--- config.mk ---
export PLATFORM = sky130hd
export DESIGN_NAME = multicycle_ctrl_ws
export DESIGN_NICKNAME = d
export VERILOG_FILES = /design/src/rtl/multicycle_ctrl_ws.sv
export SDC_FILE = /design/constraint.sdc
export NUM_CORES = 1
export LEC_CHECK = 0
export BUFFER_PORTS_ARGS = -buffer_cell sky130_fd_sc_hd__buf_4
export CORE_AREA = 4 4 44 46
export DETAILED_ROUTE_END_ITERATION = 8
export DIE_AREA = 0 0 48 50
export GPL_TIMING_DRIVEN = 0
export PLACE_DENSITY = 0.74
export SYNTH_ARGS = -nofsm -noshare
export SYNTH_HDL_FRONTEND = slang
export SYNTH_SLANG_ARGS = --single-unit
--- constraint.sdc ---
create_clock -name clk -period 2.6 [get_ports clk]
set_clock_uncertainty 0.1 [all_clocks]
set_input_delay 0.26 -clock clk [delete_from_list [all_inputs] [get_ports clk]]
set_output_delay 0.26 -clock clk [all_outputs]
set_load 0.05 [all_outputs]
--- src/rtl/multicycle_ctrl_ws.sv ---
// Multicycle controller for the 8-bit CPU with a mem_ready wait-state
// handshake, wait timeout watchdog and sticky error flags.
module multicycle_ctrl_ws #(
    parameter int MAX_WAIT = 8,
    parameter int WAIT_W   = 4,
    parameter int ALUOP_W  = 2
) (
    input  logic               clk,
    input  logic               rst,
    input  logic [3:0]         opcode,
    input  logic [2:0]         mode_flag,
    input  logic               zero,
    input  logic               carry,
    input  logic               negative,
    input  logic               overflow,
    input  logic               mem_ready,
    output logic               ir_memread,
    output logic               irwrite,
    output logic               pcwrite,
    output logic               pc_select,
    output logic               memread,
    output logic               memwrite,
    output logic               regwrite,
    output logic               memtoreg,
    output logic               alusrc,
    output logic [ALUOP_W-1:0] aluop,
    output logic               halted,
    output logic               bus_error,
    output logic               illegal_op,
    output logic [2:0]         state_out
);

    typedef enum logic [2:0] {
        FETCH = 3'd0,
        EXEC  = 3'd1,
        MEM   = 3'd2,
        WB    = 3'd3,
        HALT  = 3'd4
    } state_e;

    localparam logic [3:0] OP_LOAD   = 4'b0100;
    localparam logic [3:0] OP_STORE  = 4'b0101;
    localparam logic [3:0] OP_BRANCH = 4'b0110;
    localparam logic [3:0] OP_JUMP   = 4'b0111;
    localparam logic [3:0] OP_ADDI   = 4'b1000;
    localparam logic [3:0] OP_NOP    = 4'b1001;
    localparam logic [3:0] OP_HALT   = 4'b1111;

    localparam logic [WAIT_W-1:0] WAIT_LAST = WAIT_W'(MAX_WAIT - 1);

    state_e            state_q, state_d;
    logic [WAIT_W-1:0] wait_cnt_q, wait_cnt_d;
    logic              bus_error_q, bus_error_d;
    logic              illegal_op_q, illegal_op_d;
    logic              branch_taken;
    logic              wait_expired;
    logic              is_load;

    assign is_load      = (opcode == OP_LOAD);
    assign wait_expired = !mem_ready && (wait_cnt_q == WAIT_LAST);

    always_comb begin
        branch_taken = 1'b0;
        unique case (mode_flag)
            3'b000: branch_taken = zero;
            3'b001: branch_taken = !zero;
            3'b010: branch_taken = negative;
            3'b011: branch_taken = !negative;
            3'b100: branch_taken = carry;
            3'b101: branch_taken = !carry;
            3'b110: branch_taken = overflow;
            3'b111: branch_taken = !overflow;
            default: branch_taken = 1'b0;
        endcase
    end

    always_comb begin
        ir_memread   = 1'b0;
        irwrite      = 1'b0;
        pcwrite      = 1'b0;
        pc_select    = 1'b0;
        memread      = 1'b0;
        memwrite     = 1'b0;
        regwrite     = 1'b0;
        memtoreg     = 1'b0;
        alusrc       = 1'b0;
        aluop        = '0;
        halted       = 1'b0;
        state_d      = state_q;
        wait_cnt_d   = wait_cnt_q;
        bus_error_d  = bus_error_q;
        illegal_op_d = illegal_op_q;

        unique case (state_q)
            FETCH: begin
                ir_memread = 1'b1;
                if (mem_ready) begin
                    irwrite = 1'b1;
                    pcwrite = 1'b1;
                    state_d = EXEC;
                end else if (wait_expired) begin
                    bus_error_d = 1'b1;
                    state_d     = HALT;
                end else begin
                    wait_cnt_d = wait_cnt_q + 1'b1;
                end
            end
            EXEC: begin
                case (opcode)
                    4'b0000, 4'b0001, 4'b0010, 4'b0011: begin
                        aluop[1:0] = opcode[1:0];
                        state_d    = WB;
                    end
                    OP_ADDI: begin
                        alusrc  = 1'b1;
                        state_d = WB;
                    end
                    OP_LOAD, OP_STORE: begin
                        alusrc  = 1'b1;
                        state_d = MEM;
                    end
                    OP_BRANCH: begin
                        pcwrite   = branch_taken;
                        pc_select = branch_taken;
                        state_d   = FETCH;
                    end
                    OP_JUMP: begin
                        pcwrite   = 1'b1;
                        pc_select = 1'b1;
                        state_d   = FETCH;
                    end
                    OP_NOP:  state_d = FETCH;
                    OP_HALT: state_d = HALT;
                    default: begin
                        illegal_op_d = 1'b1;
                        state_d      = HALT;
                    end
                endcase
            end
            MEM: begin
                alusrc   = 1'b1;
                memread  = is_load;
                memwrite = (opcode == OP_STORE);
                if (mem_ready) begin
                    state_d = is_load ? WB : FETCH;
                end else if (wait_expired) begin
                    bus_error_d = 1'b1;
                    state_d     = HALT;
                end else begin
                    wait_cnt_d = wait_cnt_q + 1'b1;
                end
            end
            WB: begin
                regwrite = 1'b1;
                memtoreg = is_load;
                state_d  = FETCH;
            end
            HALT: halted = 1'b1;
            default: state_d = FETCH;
        endcase

        // Every access phase starts its watchdog from zero.
        if (state_d != state_q && (state_d == FETCH || state_d == MEM)) begin
            wait_cnt_d = '0;
        end
    end

    always_ff @(posedge clk) begin
        if (rst) begin
            state_q      <= FETCH;
            wait_cnt_q   <= '0;
            bus_error_q  <= 1'b0;
            illegal_op_q <= 1'b0;
        end else begin
            state_q      <= state_d;
            wait_cnt_q   <= wait_cnt_d;
            bus_error_q  <= bus_error_d;
            illegal_op_q <= illegal_op_d;
        end
    end

    assign bus_error  = bus_error_q;
    assign illegal_op = illegal_op_q;
    assign state_out  = state_q;

endmodule

==> impl_metrics.py, run 1 <==
metrics = {
    "pwr": {
        "vdd.ir_drop.worst_v": 0.000339,
        "power_density_mw_per_mm2": 447,
        "switching_share_pct": 36.3,
        "p_leak_nw": 0.411,
        "finalPower_w": 0.000416,
        "power.share.clock_pct": 25.5,
        "power_frac_comb_pct": 38.7,
        "sequentialPowerShare_pct": 35.7,
        "internal_power_w": 0.000265,
        "p_switching_w": 0.000151,
    },
    "placement": {
        "port_buffers": 29,
        "post-dp-hpwl_um": 1320,
        "gp_congestion": 0.746,
    },
    "critical_path": {
        "cp-endpoint": "pcwrite",
        "r2r-end": "wait_cnt_q[2]$_SDFFE_PP0P_",
        "reg2reg_slack_ns": 0.88,
        "crit_arrival_ns": 1.85,
        "path_cells": "buf_4, or3b_1, nor4_2, or2_1, buf_4",
        "start_kind": "flop",
        "cp_max_fo": 9,
        "slowest_stage": "or3b_1",
        "cp_common_cell": "buf_4",
        "reg2reg_from": "state_out[0]$_SDFF_PP0_",
        "crit_start": "state_out[0]$_SDFF_PP0_",
        "required_ns": 2.24,
        "cp_slowest_stage_delay_ns": 0.46,
        "worstSetupPathType": "reg -> out",
        "crit_cells": 5,
        "worst-r2r-cell-count": 6,
        "critPathBufInv": 2,
        "path_delay_family": "simple AND/OR/NAND/NOR gates",
        "crit_path_end_kind": "output port",
    },
    "detailed_routing": {
        "wl_um": 1680,
        "wl_per_cell_um": 12.6,
        "firstDrtPassIters": 4,
        "top_layer_used": "met4",
        "wl_met1_um": 702,
        "drc": 0,
        "met3WireLength_um": 127,
        "routed-via-count": 742,
        "drt_iter0_markers": 19,
        "drtAntennaViolNets": 0,
        "via_per_inst": 5.54,
        "dr_wl_met2_um": 837,
    },
    "clocking": {
        "post-cts-setup-buffers": 0,
        "cts.repair.resized": 0,
        "clock_path_buffers": 2,
        "clkLatencyLatePin_ns": 0.26,
        "cts_buffers": 3,
        "cts_num_sinks": 9,
        "cts_tree": "yes",
        "clkTransAtPathRegs_ns": 0.06,
        "cts_root_buffer": "clkbuf_4",
        "ctsHoldBuffers": 0,
        "htree_levels": 1,
    },
    "floorplan": {
        "die-area_mm2": 0.00240,
        "core-area_mm2": 0.00151,
        "ios": 31,
        "die_w_um": 48,
        "start_util_pct": 43.9,
        "die_height_um": 50,
        "rows": 14,
    },
    "yosys": {
        "synth_edf_count": 0,
        "synth_top_flop_cell": "dfxtp_1",
        "yosysSeqAreaShare_pct": 27.3,
        "async_flop_share_pct": 0,
        "syn_nets": 100,
        "avgSynthCellArea_um2": 7.77,
        "syn_area_um2": 661,
        "postSynthCellCount": 85,
        "yosys_warnings": 0,
        "yosysUniqueCellTypes": 34,
        "ys_ff_latch": 9,
    },
    "run_status": {
        "status": "completed",
    },
    "finish": {
        "diodes": 0,
        "final_common_cell": "buf_4",
        "area_growth_pct": 40.9,
        "nFillCells": 152,
        "fin_util_pct": 61.8,
        "nets": 134,
        "layout-drive-gt1-share_pct": 33.9,
        "final_cell_mix": "31 x buf_4, 17 x nor2_1, 9 x dfxtp_1, 8 x nor3_1, 6 x nand2_1",
    },
    "sta": {
        "max-slew-margin-rel_pct": 68.8,
        "maxSlewViolCount": 0,
        "rsz0062_at_grt": "false",
        "worst_hold_slack_ns": 0.0998,
        "period_minus_slack_ns": 2.21,
        "finalCritPeriodShare_pct": 85.1,
        "finalSetupViolations": 0,
        "worst_pin_slew_ns": 0.467,
        "max_freq_ghz": 0.452,
        "hold_viol": 0,
    },
    "job": {
        "drv_cap": 0,
    },
    "grt": {
        "grt_pass1_vias": 660,
        "track_usage_pct": 15.5,
        "grt_pass1_wl_um": 2730,
        "grt_max_degree": 11,
        "antenna_found_initial": 0,
        "grt_remaining_overflow": 0,
    },
    "min_path": {
        "hp-class": "in -> reg",
    },
}
-- through the flow --
step	cells	TNS, ns	area, um^2	setup slack (ns)
after floorplan	85	-2.47	667	-0.671
after global placement	130	0	905	0.570
after detailed placement	130	0	905	0.563
after CTS	134	0	931	0.395
after global routing	134	0	931	0.280
final	134	0	931	0.387
-- sequential cells by signal, summed over array words and instances (netlist names) --
signal and cells:
bus_error 1, wait_cnt_q 4, state_out 3, illegal_op 1
-- worst min-delay path by stage --
stage                                        from                       to  slack (ns)  depth (start not counted)
final                                         rst   bus_error$_SDFFE_PP0P_         0.1                          2
after global routing                          rst  state_out[1]$_SDFF_PP0_         0.1                          2
after CTS                                     rst   bus_error$_SDFFE_PP0P_         0.1                          2
after detailed placement   bus_error$_SDFFE_PP0P_   bus_error$_SDFFE_PP0P_        0.37                          2
after global placement    illegal_op$_SDFFE_PP0P_  illegal_op$_SDFFE_PP0P_        0.36                          2
after floorplan                               rst   bus_error$_SDFFE_PP0P_        0.23                          1
-- power by group through the flow --
stage / clock, W / sequential, W / combinational, W
floorplan: 0 / 0.000164 / 0.0000974
global placement: 0 / 0.000151 / 0.000159
detailed placement: 0 / 0.000152 / 0.000161
CTS: 0.000109 / 0.000149 / 0.000162
global route: 0.000120 / 0.000149 / 0.000173
finish: 0.000106 / 0.000149 / 0.000161
-- synth_stat cells (all sizes together) (2+ instances only) --
cell / instances / area [um^2]
nor4b: 2 / 17.5
dfxtp: 9 / 180
nor3b: 2 / 15.0
nor2: 17 / 63.8
mux2i: 2 / 20.0
xor2: 3 / 26.3
and2: 2 / 12.5
or2: 2 / 12.5
o21ai: 3 / 15.0
nor2b: 2 / 12.5
nand2: 6 / 22.5
nand3: 3 / 15.0
buf: 4 / 37.5
nor3: 8 / 40.0
a21oi: 3 / 15.0
-- area by class of cell --
cell class	count	area [um^2]	share of cell area (%)
multi-input cells	71	445	47.8
clock buffers	4	26.3	2.82
well taps	16	20.0	2.15
plain buffers	5	41.3	4.44
flip-flops and latches	9	180	19.4
repair buffers	29	218	23.4
-- logic make-up after synthesis --
logic type / share of synthesized area (%)
flip-flops: 27.3
XOR/XNOR: 3.98
AND/OR/NAND/NOR: 41.3
AO/OA/AOI/OAI: 12.9
adder cells (fa/ha/maj): 1.89
multiplexers: 6.44
buffers and inverters: 6.25
-- per-layer routing --
| metal | global-route usage, % | vias up |
|---|---|---|
| met3 | 5.82 | 2 |
| met2 | 25.1 | 22 |
| li1 | - | 371 |
| met5 | 0 | - |
| met4 | 4.04 | 0 |
| met1 | 18.7 | 347 |
No activity file was read; power rests on OpenSTA's default activity.
==> run 2, diff against run 1 <==
==> constraint.sdc (replaced) <==
create_clock -name clk -period 2.5 [get_ports clk]
set_clock_uncertainty 0.1 [all_clocks]
set_input_delay 0.25 -clock clk [delete_from_list [all_inputs] [get_ports clk]]
set_output_delay 0.25 -clock clk [all_outputs]
set_load 0.05 [all_outputs]
==> impl_metrics.py, run 2 (synthesis gave the netlist of run 1 again) <==
metrics = {
    "finish": {
        "layout-drive-gt1-share_pct": 38.1,
        "area_growth_pct": 45.5,
        "final_common_cell": "buf_4",
        "largest_register_ffs": 4,
        "fin_cells": 134,
        "final_cell_mix": "31 x buf_4, 16 x nor2_1, 9 x dfxtp_1, 8 x nor3_1, 6 x nand2_1",
        "regMostFlops": "wait_cnt_q",
        "diodes": 0,
        "nets": 134,
    },
    "pwr": {
        "power_density_mw_per_mm2": 458,
        "p_leak_nw": 0.419,
        "vdd.ir_drop.worst_v": 0.000374,
        "finalPower_w": 0.000441,
    },
    "detailed_routing": {
        "via_per_inst": 5.49,
        "wl_um": 1700,
        "drt_iter0_markers": 9,
        "drtAntennaViolNets": 0,
        "wl_per_cell_um": 12.7,
        "firstDrtPassIters": 4,
        "routed-via-count": 735,
        "drc": 0,
    },
    "floorplan": {
        "rows": 14,
        "ios": 31,
        "die_w_um": 48,
        "die-area_mm2": 0.00240,
        "core-area_mm2": 0.00151,
        "die_height_um": 50,
        "start_util_pct": 43.9,
    },
    "clocking": {
        "cts_tree": "yes",
        "cts_buffers": 3,
        "cts_num_sinks": 9,
        "ctsHoldBuffers": 0,
        "cts.repair.resized": 0,
        "cts_root_buffer": "clkbuf_4",
        "post-cts-setup-buffers": 0,
        "clkTransAtPathRegs_ns": 0.06,
        "htree_levels": 1,
        "clkLatencyLatePin_ns": 0.26,
        "clock_path_buffers": 2,
    },
    "grt": {
        "grt_util_met1_pct": 22.2,
        "busiest_layer": "met2",
        "antenna_found_initial": 0,
        "grt_pass1_wl_um": 2940,
        "track_usage_pct": 16.4,
        "grt_pass1_vias": 673,
        "use_met3_pct": 5.45,
        "met2_usage_pct": 25.1,
        "grt_max_degree": 11,
        "grt_remaining_overflow": 0,
    },
    "critical_path": {
        "crit_path_end_kind": "output port",
        "cp_slowest_stage_delay_ns": 0.49,
        "cp_common_cell": "buf_4",
        "critPathBufInv": 2,
        "start_kind": "flop",
        "path_cells": "buf_4, or3b_1, nor4_4, or2_1, buf_4",
        "required_ns": 2.15,
        "slowest_stage": "or3b_1",
        "reg2reg_from": "state_out[0]$_SDFF_PP0_",
        "cp-endpoint": "pcwrite",
        "reg2reg_slack_ns": 0.70,
        "crit_cells": 5,
        "crit_arrival_ns": 1.77,
        "worstSetupPathType": "reg -> out",
        "crit_start": "state_out[0]$_SDFF_PP0_",
        "worst-r2r-cell-count": 6,
        "r2r-end": "wait_cnt_q[1]$_SDFFE_PP0P_",
        "cp_max_fo": 9,
        "path_delay_family": "simple AND/OR/NAND/NOR gates",
    },
    "run_status": {
        "status": "completed",
    },
    "sta": {
        "max-slew-margin-rel_pct": 70.5,
        "worst_pin_slew_ns": 0.442,
        "rsz0062_at_grt": "false",
        "finalCritPeriodShare_pct": 84.9,
        "max_freq_ghz": 0.471,
        "hold_viol": 0,
        "finalSetupViolations": 0,
        "period_minus_slack_ns": 2.12,
        "maxSlewViolCount": 0,
    },
    "placement": {
        "post-dp-hpwl_um": 1360,
        "port_buffers": 29,
        "place_inst": 130,
        "gp_congestion": 0.756,
    },
    "min_path": {
        "hp-class": "in -> reg",
    },
    "job": {
        "drv_cap": 0,
    },
}
==> run 2: area by class of cell <==
| cell class | count | area (um^2) |
|---|---|---|
| Fill cell | 145 | 546 |
| Sequential cell | 9 | 180 |
| Multi-Input combinational cell | 71 | 475 |
| Timing Repair Buffer | 29 | 218 |
| Tap cell | 16 | 20.0 |
| Buffer | 5 | 41.3 |
| Clock buffer | 4 | 26.3 |
==> run 2: worst register-to-register path, delay by kind of cell, from the launching register on <==
| family | cells | cell delay (ns) |
|---|---|---|
| DFF | 1 | 0.33 |
| AOI/OAI and AO/OA | 1 | 0.17 |
| buffers and inverters | 1 | 0.16 |
| and+or+nand+nor | 4 | 0.96 |
==> run 2: worst min-delay path by stage <==
stage          slack [ns]  depth (start not counted)                 endpoint  startpoint
2_1_floorplan        0.22                          1   bus_error$_SDFFE_PP0P_         rst
3_3_place_gp         0.36                          2  illegal_op$_SDFFE_PP0P_         rst
3_5_place_dp         0.36                          2  illegal_op$_SDFFE_PP0P_         rst
4_1_cts              0.09                          2   bus_error$_SDFFE_PP0P_         rst
5_1_grt              0.09                          2   bus_error$_SDFFE_PP0P_         rst
6_report             0.09                          2   bus_error$_SDFFE_PP0P_         rst
==> run 2: layer usage <==
| metal | part of all wire, % | vias to the layer above |
|---|---|---|
| met4 | 0.47 | 0 |
| met2 | 48 | 20 |
| met5 | 0 | - |
| met3 | 6.6 | 2 |
| li1 | - | 371 |
| met1 | 44 | 342 |
==> run 2: power breakdown <==
part | leakage [nW] | total (W) | switching (W) | internal, W
clock network | 0.0150 | 0.000112 | 0.0000505 | 0.0000615
logic | 0.331 | 0.000174 | 0.000108 | 0.0000655
registers | 0.0731 | 0.000155 | 0.00000447 | 0.000150
==> run 2: metrics by stage <==
| stage | setup TNS, ns | util, % | worst slack, ns | instance area, um^2 | hold WS (ns) |
|---|---|---|---|---|---|
| finish | 0 | 63.8 | 0.379 | 961 | 0.0907 |
| global route | 0 | 63.8 | 0.276 | 961 | 0.0870 |
| CTS | 0 | 63.8 | 0.377 | 961 | 0.0868 |
| detailed placement | 0 | 62.0 | 0.470 | 935 | 0.357 |
| global placement | 0 | 62.0 | 0.484 | 935 | 0.356 |
| floorplan | -0.436 | - | -0.215 | 697 | 0.222 |
==> run 3, diff against run 2 <==
--- a/config.mk
+++ b/config.mk
@@ -5,12 +5,13 @@
 export SDC_FILE = /design/constraint.sdc
 export NUM_CORES = 1
 export LEC_CHECK = 0
+export ABC_AREA = 1
 export BUFFER_PORTS_ARGS = -buffer_cell sky130_fd_sc_hd__buf_4
-export CORE_AREA = 4 4 44 46
+export CORE_AREA = 4 4 47 49
 export DETAILED_ROUTE_END_ITERATION = 8
-export DIE_AREA = 0 0 48 50
+export DIE_AREA = 0 0 51 53
 export GPL_TIMING_DRIVEN = 0
-export PLACE_DENSITY = 0.74
+export PLACE_DENSITY = 0.71
 export SYNTH_ARGS = -nofsm -noshare
 export SYNTH_HDL_FRONTEND = slang
 export SYNTH_SLANG_ARGS = --single-unit
==> constraint.sdc (replaced) <==
create_clock -name clk -period 1.95 [get_ports clk]
set_clock_uncertainty 0.1 [all_clocks]
set_input_delay 0.195 -clock clk [delete_from_list [all_inputs] [get_ports clk]]
set_output_delay 0.195 -clock clk [all_outputs]
set_load 0.05 [all_outputs]
==> impl_metrics.py, run 3 <==
metrics = {
    "placement": {
        "port_buffers": 30,
        "place_inst": 169,
        "gp_congestion": 0.853,
        "pre_cts_ws_ns": 0.325,
        "post-dp-hpwl_um": 1560,
    },
    "grt": {
        "track_usage_pct": 14.9,
        "met2_usage_pct": 26.2,
        "use_met3_pct": 5.07,
        "busiest_layer": "met2",
        "grt_util_met1_pct": 18.1,
        "grt_max_degree": 8,
        "grt_remaining_overflow": 0,
        "antenna_found_initial": 0,
        "grt_pass1_vias": 779,
        "grt_pass1_wl_um": 3150,
    },
    "clocking": {
        "clkLatencyLatePin_ns": 0.25,
        "cts_root_buffer": "clkbuf_4",
        "ctsHoldBuffers": 0,
        "htree_levels": 1,
        "cts_buffers": 3,
        "clock_path_buffers": 2,
        "cts_num_sinks": 9,
        "cts_tree": "yes",
        "cts.repair.resized": 0,
        "post-cts-setup-buffers": 0,
        "clkTransAtPathRegs_ns": 0.06,
    },
    "yosys": {
        "yosysUniqueCellTypes": 25,
        "yosysMostFrequentCell": "nand2_1",
        "yosysSeqAreaShare_pct": 25.5,
        "yosysTopAreaCell": "dfxtp_1",
        "yosys-top-cells-count": "21 x nand2_1, 18 x inv_1, 13 x nor2_1, 9 x dfxtp_1, 8 x nand2_2",
        "synth_top_area_share_pct": 25.5,
        "avgSynthCellArea_um2": 6.30,
        "yosys_warnings": 0,
        "synthTopCellsByArea": "dfxtp_1 26%, nand2_1 11%, inv_1 9.6%",
        "synth_top_flop_cell": "dfxtp_1",
        "async_flop_share_pct": 0,
        "ys_ff_latch": 9,
        "syn_nets": 127,
        "syn_area_um2": 706,
        "postSynthCellCount": 112,
        "synth_edf_count": 0,
    },
    "finish": {
        "nets": 162,
        "diodes": 0,
        "nFillCells": 203,
        "regMostFlops": "wait_cnt_q",
        "fin_util_pct": 54.6,
        "largest_register_ffs": 4,
        "fin_cells": 173,
        "area_growth_pct": 44.1,
        "final_cell_mix": "30 x buf_4, 21 x nand2_1, 18 x inv_1, 11 x nor2_1, 9 x dfxtp_1",
        "layout-drive-gt1-share_pct": 40.4,
        "final_common_cell": "buf_4",
    },
    "pwr": {
        "power_density_mw_per_mm2": 572,
        "finalPower_w": 0.000582,
        "vdd.ir_drop.worst_v": 0.000515,
        "p_leak_nw": 0.535,
    },
    "floorplan": {
        "ios": 31,
        "start_util_pct": 37.9,
        "rows": 16,
        "die-area_mm2": 0.00270,
        "die_height_um": 53,
        "die_w_um": 51,
        "core-area_mm2": 0.00186,
    },
    "min_path": {
        "min_from": "rst",
        "worstHoldEndpoint": "state_out[1]$_SDFF_PP0_",
        "hp-class": "in -> reg",
        "min_path_cells": 2,
    },
    "detailed_routing": {
        "firstDrtPassIters": 4,
        "routed-via-count": 808,
        "drt_iter0_markers": 9,
        "drc": 0,
        "wl_per_cell_um": 10.5,
        "via_per_inst": 4.67,
        "wl_um": 1810,
        "drtAntennaViolNets": 0,
    },
    "sta": {
        "hold_viol": 0,
        "worst_hold_slack_ns": 0.0315,
        "fin_ws_ns": 0.209,
        "maxSlewViolCount": 0,
        "rsz0062_at_grt": "false",
        "period_minus_slack_ns": 1.74,
        "max-slew-margin-rel_pct": 80.5,
        "worst_pin_slew_ns": 0.291,
        "finalSetupViolations": 0,
        "max_freq_ghz": 0.574,
        "finalCritPeriodShare_pct": 89.3,
    },
    "critical_path": {
        "cp_max_fo": 6,
        "slowest_stage": "dfxtp_1",
        "reg2reg_slack_ns": 0.33,
        "reg2reg_from": "wait_cnt_q[0]$_SDFFE_PP0P_",
        "r2r-end": "wait_cnt_q[2]$_SDFFE_PP0P_",
        "required_ns": 1.65,
        "path_cells": "nand2_2, nor2_4, nand3_1, nor2_2, buf_4",
        "start_kind": "flop",
        "crit_start": "state_out[0]$_SDFF_PP0_",
        "worst-r2r-cell-count": 9,
        "crit_path_end_kind": "output port",
        "crit_arrival_ns": 1.45,
        "worstSetupPathType": "reg -> out",
        "cp_slowest_stage_delay_ns": 0.45,
    },
    "job": {
        "drv_cap": 0,
    },
    "run_status": {
        "status": "completed",
    },
}
[run 3: cell count changes after synthesis, moves of 4 or more]
cell     change
inv_1       +18
nor3_1       -6
nand2_2      +8
nand2_1     +15
nor2_1       -4
[run 3: layer usage]
| layer | vias to the layer above | part of all wire [%] |
|---|---|---|
| li1 | 431 | - |
| met1 | 358 | 43 |
| met2 | 19 | 52 |
| met3 | 0 | 5.4 |
| met4 | 0 | 0 |
| met5 | - | 0 |
[run 3: cell families after synthesis]
| kind of cell | Yosys count | synth area share (%) |
|---|---|---|
| AND/OR/NAND/NOR | 57 | 39.9 |
| adder cells (fa/ha/maj) | 1 | 1.77 |
| AO/OA/AOI/OAI | 22 | 19.1 |
| XOR/XNOR | 2 | 2.48 |
| flip-flops | 9 | 25.5 |
| buffers and inverters | 21 | 11.2 |
[run 3: worst max path at each step]
stage	to	cells past startpoint
6_report	aluop[0]	5
5_1_grt	aluop[0]	5
4_1_cts	aluop[0]	5
3_5_place_dp	wait_cnt_q[2]$_SDFFE_PP0P_	9
3_3_place_gp	wait_cnt_q[1]$_SDFFE_PP0P_	9
2_1_floorplan	memwrite	2
[run 3: layout make-up]
cell class / count / area, um^2 / area share (%)
well taps: 27 / 33.8 / 3.32
multi-input cells: 82 / 473 / 46.5
flip-flops and latches: 9 / 180 / 17.7
repair buffers: 30 / 225 / 22.1
clock buffers: 4 / 26.3 / 2.58
inverters: 21 / 78.8 / 7.75
[run 3: worst max-delay path, delay by kind of cell, from the launching register on]
family                 cells  cell delay, ns
buffers and inverters      1            0.20
DFF                        1            0.45
and+or+nand+nor            4            0.55
[run 3: power breakdown]
group / total, W / internal, W / switching, W
clock network: 0.000140 / 0.0000786 / 0.0000616
logic: 0.000228 / 0.0000790 / 0.000149
registers: 0.000213 / 0.000197 / 0.0000159
[run 3: metrics by stage]
stage | area (um^2) | TNS [ns]
finish | 1020 | 0
global route | 1020 | 0
CTS | 1020 | 0
detailed placement | 991 | 0
global placement | 991 | 0
floorplan | 732 | -0.571
